<file path="config.mk">
export PLATFORM = sky130hd
export DESIGN_NAME = game_state_fsm
export DESIGN_NICKNAME = d
export VERILOG_FILES = /design/src/rtl/game_state_fsm.sv
export SDC_FILE = /design/constraint.sdc
export NUM_CORES = 1
export LEC_CHECK = 0
export CORE_MARGIN = 2
export CORE_UTILIZATION = 35
export CTS_CLUSTER_DIAMETER = 100
export CTS_CLUSTER_SIZE = 20
export DETAILED_ROUTE_END_ITERATION = 10
export GPL_TIMING_DRIVEN = 0
export PLACE_DENSITY = 0.59
export SETUP_SLACK_MARGIN = 0.1
export SLEW_MARGIN = 30
export SYNTH_ARGS = -nofsm -noshare
export SYNTH_HDL_FRONTEND = slang
export SYNTH_SLANG_ARGS = --single-unit
export TNS_END_PERCENT = 10
</file>
<file path="constraint.sdc">
create_clock -name frame_clk -period 4.9 [get_ports frame_clk]
set_input_delay 0.735 -clock frame_clk [delete_from_list [all_inputs] [get_ports frame_clk]]
set_output_delay 0.735 -clock frame_clk [all_outputs]
set_load 0.02 [all_outputs]
</file>
<file path="src/rtl/game_state_fsm.sv">
// game_state_fsm: frame-rate game controller.
// Sequences a run through IDLE, RUN, DYING and WON from the start key and the
// obstacles' collision flags, and keeps the BCD score, best score and attempt
// count shown on the HUD.
module game_state_fsm #(
  parameter int          NUM_OBST     = 4,
  parameter int          DEATH_FRAMES = 60,
  parameter logic [15:0] WIN_SCORE    = 16'h0500
) (
  input  logic                frame_clk,
  input  logic                Reset,
  input  logic                start_key,
  input  logic [NUM_OBST-1:0] collide_vec,
  output logic                start_moving,
  output logic                obstacle_reset,
  output logic                flash,
  output logic [1:0]          game_state,
  output logic [15:0]         score,
  output logic [15:0]         best_score,
  output logic [7:0]          attempts
);

  typedef enum logic [1:0] {
    IDLE  = 2'd0,
    RUN   = 2'd1,
    DYING = 2'd2,
    WON   = 2'd3
  } state_t;

  // The counter is loaded with DEATH_FRAMES-1 so that DYING lasts exactly
  // DEATH_FRAMES frames, including the frame on which it reaches zero.
  localparam logic [7:0] DEATH_LOAD = 8'(DEATH_FRAMES - 1);

  state_t      state, state_next;
  logic        key_prev;
  logic        key_edge;
  logic        any_collide;
  logic [7:0]  death_cnt, death_cnt_next;
  logic [15:0] score_next, best_next, score_inc;
  logic [7:0]  attempts_next, attempts_inc;

  // Four-digit BCD increment with digit carry; holds at 9999.
  function automatic logic [15:0] bcd_inc16(input logic [15:0] v);
    logic [15:0] r;
    logic        carry;
    r     = v;
    carry = 1'b1;
    if (v != 16'h9999) begin
      for (int i = 0; i < 4; i++) begin
        if (carry) begin
          if (r[4*i +: 4] >= 4'd9) begin
            r[4*i +: 4] = 4'd0;
          end else begin
            r[4*i +: 4] = r[4*i +: 4] + 4'd1;
            carry       = 1'b0;
          end
        end
      end
    end
    return r;
  endfunction

  // Two-digit BCD increment; holds at 99.
  function automatic logic [7:0] bcd_inc8(input logic [7:0] v);
    logic [7:0] r;
    r = v;
    if (v != 8'h99) begin
      if (v[3:0] >= 4'd9) begin
        r[3:0] = 4'd0;
        r[7:4] = v[7:4] + 4'd1;
      end else begin
        r[3:0] = v[3:0] + 4'd1;
      end
    end
    return r;
  endfunction

  assign key_edge     = start_key & ~key_prev;
  assign any_collide  = |collide_vec;
  assign score_inc    = bcd_inc16(score);
  assign attempts_inc = bcd_inc8(attempts);

  // State, counters and key history advance once per frame.
  always_ff @(posedge frame_clk or posedge Reset) begin
    if (Reset) begin
      state      <= IDLE;
      key_prev   <= 1'b1;
      death_cnt  <= 8'd0;
      score      <= 16'h0000;
      best_score <= 16'h0000;
      attempts   <= 8'h00;
    end else begin
      state      <= state_next;
      key_prev   <= start_key;
      death_cnt  <= death_cnt_next;
      score      <= score_next;
      best_score <= best_next;
      attempts   <= attempts_next;
    end
  end

  // Next-state and datapath updates; collision takes priority over winning.
  always_comb begin
    state_next     = state;
    death_cnt_next = death_cnt;
    score_next     = score;
    best_next      = best_score;
    attempts_next  = attempts;
    case (state)
      IDLE: begin
        if (key_edge) begin
          state_next    = RUN;
          score_next    = 16'h0000;
          attempts_next = attempts_inc;
        end
      end
      RUN: begin
        if (any_collide) begin
          state_next     = DYING;
          death_cnt_next = DEATH_LOAD;
          if (score > best_score) best_next = score;
        end else if (score_inc == WIN_SCORE) begin
          state_next = WON;
          score_next = WIN_SCORE;
          if (WIN_SCORE > best_score) best_next = WIN_SCORE;
        end else begin
          score_next = score_inc;
        end
      end
      DYING: begin
        if (death_cnt == 8'd0) state_next = IDLE;
        else death_cnt_next = death_cnt - 8'd1;
      end
      WON: begin
        if (key_edge) state_next = IDLE;
      end
      default: state_next = IDLE;
    endcase
  end

  // Outputs decode the registered state only.
  always_comb begin
    start_moving   = (state == RUN);
    obstacle_reset = (state != RUN);
    game_state     = state;
    flash          = (state == DYING) & death_cnt[3];
  end

endmodule

</file>
Word level (Yosys, flattened, before mapping). Cells that the tools add are included.

Flip-flop bits (word level): 51. Latch bits: 0. RAM bits: 0. Memory bits (read-only): 0. Output and inout bits: 45. Logic and storage cells: 86. Memories kept: 0.

Add/subtract/negate cells: 7. $mul: 0. Div/mod/pow operators: 0. Magnitude comparators: 7. Equality and inequality tests: 15. Shift-type cells: 0. Mux-type cells: 34. Bitwise logic cells: 3. Reductions and logical operators: 13.

Operators with widths (number): $mux W16 (8); $mux W4 (8); $pmux W16 S2 (1); $add A4 B1 Y4 const B (6); $ge A4 B4 Y1 const B (5); $eq A16 B11 Y1 const B (1); $gt A11 B16 Y1 const A (1); $gt A16 B16 Y1 (1); $mux W8 (2); $ne A16 B16 Y1 const B (1); $pmux W8 S2 (1); $reduce_and A4 Y1 (3); $mux W2 (5); $ne A2 B2 Y1 const B (5); $reduce_and A3 Y1 (3); $logic_not A8 Y1 (1); $mux W1 (8); $ne A8 B8 Y1 const B (1); $pmux W2 S4 (1); $reduce_bool A2 Y1 (4); $sub A8 B1 Y8 const B (1); $ne A2 B1 Y1 const B (3); $eq A2 B2 Y1 const B (2); $reduce_or A4 Y1 (1); other kinds (5) (6).

Logic depth before layout (Yosys ltp).
Depth after elaboration: 13. Depth in mapped cells: 9.

Worst setup path after synthesis. OpenSTA, ideal clock, no wires.

Path kind: input port to flip-flop. From: input port collide_vec[1]. To: register best_score[11]. Library setup time: 0.125 ns. Data arrival time: 2.349 ns. Required time: 4.775 ns. Slack: 2.426 ns. Stages on the path: 8. Cell sequence: or4_1 -> clkbuf_1 -> nand2_1 -> a21oi_1 -> nor2b_1 -> buf_2 -> nor2_4 -> mux2_2.

Cells in the longest elaborated chain, start to end: 3. Elaborated cells between the ends (all ways): 6. Classes of those cells: eq/ne: 1; mux: 1; reduce/logical: 4.

RTL lines: from (decl) (RTL line 13) `input logic [NUM_OBST-1:0] collide_vec,`; $reduce_or A4 Y1 (*) (RTL line 79) `assign any_collide = |collide_vec;`; $ne A2 B1 Y1 (no line) / $reduce_bool A2 Y1 (equally long branches); $reduce_and A4 Y1 (no line); to (signal assigned) (RTL line 97) `best_score <= best_next;`; to (decl) (RTL line 19) `output logic [15:0] best_score,`.

Mark *: on every way between the ends. The rest lies on a longest branch, timed or not. A chain may end at the register's enable or synchronous reset.

Worst setup path in the final report. Ends and elaborated chain as after synthesis.

==> impl_results.md <==
- CP max FO: 10
- First drt pass iteration count: 4
- Avg Inst Size Synth: around 9 um2
- Core Region: approximately 9600 um2
- HP Class: flip-flop to flip-flop
- Pwr Total: approximately 0.0014 W
- Area growth syn-to-layout: 24.2%
- WP data required: between 5000 and 6000 ps
- Crit path launch: collide_vec[1]
- CP max stage delay: between 500 and 600 ps
- Post-CTS setup buffer count: 0
- Area leader, netlist: dfrtp_1
- CTS tree: yes
- RR Startpoint: score[11]
- TNS Setup: 0 ps
- Synth top area cells: dfrtp_1 (37%), ha_1 (14%), o21ai_0 (5.0%), inv_1 (4.4%), nand2_1 (3.6%)
- R2R Setup Slk: approximately 2200 ps
- Worst VDD drop: ~0.28 mV
- RSZ-0062 raised after global routing: no
- Synth Warn #: 0
- Period minus WS final: between 2000 and 3000 ps
- Outcome: finished clean
- Post-synth EDFFs: 0
- # fillers: 970
- Antenna cells: 0
- Total routed wirelength: about 8500 um
- Max Cap Viol: 0
- Chip width: about 100 um
- Resized Gates After CTS: 0
- Slowest CP cell: or4_1
- Setup CP Type: input port to flip-flop
- Crit-path leading delay family: simple AND/OR/NAND/NOR gates
- Average wire per standard cell: ~15 um
- Slew headroom: 52.5%
- Global-route usage over all layers: between 10% and 20%
- Cts bufs inserted: 5
- HPWL after DPL: ~6300 um
- CP endpoint kind: flip-flop
- Hold-fix buffers, CTS: 0
- Final period util: 56.7%
- Die Height: 103 um
- Via density per instance: 5.23
- Clock-pin slew on the worst setup and hold paths: about 100 ps
- Syn Nets: around 420
- Synth Register Bits: approximately 50
- Fmax: 360 MHz
- Top-Level Pins: 52
- R2R cell count: 8
- Distinct cell type count after synthesis: between 50 and 60
- Final ANT Viol Nets: 0
- CTS sink cnt: roughly 50
- Ys async rst share: 100%
- Vias in the first global route: between 2000 and 3000
- Fin. Hold Viols: 0
- Startpoint Class: input port
- H-tree levels: 2
- Die area: 10500 um2
- Largest net degree at the start of global routing: 48
- PwrDens: 341 nW/um2
- Via count: between 2000 and 3000
- Leak: about 1.8 nW
- DRC errors left: 0
- GRT Residual Overflow: 0
- Initial antenna violation count: 0
- Worst r2r dst: best_score[4]
- WP depth: 9
- GPL Wtd Cong: about 0.84
- Seq/Total Area, Yosys: 37.5%
- Fin. max-slew vios: 0
- First-pass GRT wire length: between 10000 and 15000 um
- FP Rows: 36
- Clk_lat worst skew: between 300 and 400 ps
- Synth Cell Area: between 3000 and 4000 um2
- Synth top area share: 36.7%
- Number of setup violations in the final report: 0
- Synth Flop Type: dfrtp_1
- Worst Max-Slew Pin Slew: a little over 700 ps
- Initial Util: 35.5%
- End of the critical path: best_score[11]
- Worst path buffer plus inverter count: 3
- Largest buffer count on any clock path: 2
- Final Net Count: 481
- Clock Skew: 8.30 ps
- Critical Path AT: 2980 ps
- Cells after Synth: approximately 380
- CP cell instances: clkdlybuf4s50_1, or4_1, clkbuf_1, nand2_1, a21oi_1, nor2b_1, buf_2, nor2_4, mux2_2
- Starting DRC count in detailed routing: about 170
- Root Buffer Master: clkbuf_8
- Layout cells sized above 1: under 10%
- PortBufs: just over 50
==> layout make-up <==
| cell class | instances | area [um2] | share of cell area [%] |
|---|---|---|---|
| Multi-Input combinational cell | 278 | 1930 | 45.7 |
| Sequential cell | 51 | 1280 | 30.2 |
| Timing Repair Buffer | 52 | 538 | 12.7 |
| Tap cell | 133 | 166 | 3.93 |
| Inverter | 40 | 153 | 3.61 |
| Clock buffer | 6 | 82.6 | 1.95 |
| Buffer | 7 | 45.0 | 1.06 |
| Clock inverter | 2 | 35.0 | 0.828 |
==> cells by family after synthesis <==
kind of cell | count (synthesis) | share of synthesized area (%)
compound gates | 92 | 17.3
xor+xnor | 11 | 2.83
fa+ha+maj | 39 | 14.3
buf+inv | 47 | 5.73
flops | 51 | 37.5
mux | 6 | 1.95
simple gates | 130 | 20.4
==> metrics by stage <==
step                utilization (%)  instances  cell area [um2]  setup slack (ps)  hold slack [ps]
floorplan                         -        376             3410              2430              455
global placement               42.6        560             4080              1780              481
detailed placement             42.9        561             4110              1800              497
CTS                            44.1        569             4230              2130              511
global route                   44.1        569             4230              1950              534
finish                         44.1        569             4230              2120              508
==> Yosys cell counts (all sizes together), types with 5 or more instances <==
master	instances
nand2	33
nand2b	6
inv	40
a21oi	23
xor2	6
nor3	9
dfrtp	50
nor2	30
ha	39
xnor2	5
a211o	5
mux2	5
nand3	24
o21ai	34
buf	6
==> how the worst min path moves through the flow <==
stage / end / slack, ps / from / depth (start not counted)
finish: attempts[7] / 510 / attempts[7] / 1
global route: death_cnt[0] / 530 / death_cnt[0] / 1
CTS: death_cnt[0] / 510 / death_cnt[0] / 1
detailed placement: attempts[7] / 500 / attempts[7] / 1
global placement: death_cnt[0] / 480 / death_cnt[0] / 1
floorplan: death_cnt[0] / 450 / death_cnt[0] / 1
==> sequential cells by signal, summed over array words and instances, names as in the netlist <==
signal and count:
death_cnt 8, best_score 16, attempts 8, key_prev 1, game_state 2, score 16
==> power by group <==
part	leakage, nW	internal (W)	switching (W)
Sequential	0.671	0.000475	0.0000691
Clock	0.0612	0.000166	0.000147
Combinational	1.09	0.000239	0.000348
Total	1.82	0.000879	0.000564
==> placed cells by master (no fill, tap or decap), drive strengths merged, types with 2 or more instances in the layout <==
| cell | n |
|---|---|
| a211o | 5 |
| a211oi | 3 |
| a21oi | 23 |
| a221oi | 3 |
| a22o | 4 |
| a32o | 3 |
| and4 | 3 |
| buf | 7 |
| clkbuf | 7 |
| clkdlybuf4s50 | 51 |
| dfrtp | 50 |
| ha | 39 |
| inv | 40 |
| mux2 | 5 |
| nand2 | 33 |
| nand2b | 6 |
| nand3 | 24 |
| nand4 | 4 |
| nand4b | 2 |
| nor2 | 30 |
| nor2b | 2 |
| nor3 | 9 |
| nor3b | 2 |
| nor4 | 3 |
| nor4b | 2 |
| o211ai | 2 |
| o21a | 3 |
| o21ai | 34 |
| or3b | 2 |
| or4 | 3 |
| xnor2 | 5 |
| xor2 | 6 |
==> routing by layer <==
metal	vias up	part of all wire [%]	GRT usage (%)
li1	1452	-	-
met1	1442	47	22.1
met2	69	47	28.6
met3	12	4.3	2.71
met4	0	2.0	5.44
met5	-	0	0
Note: power is estimated with default switching activity, not from simulation.
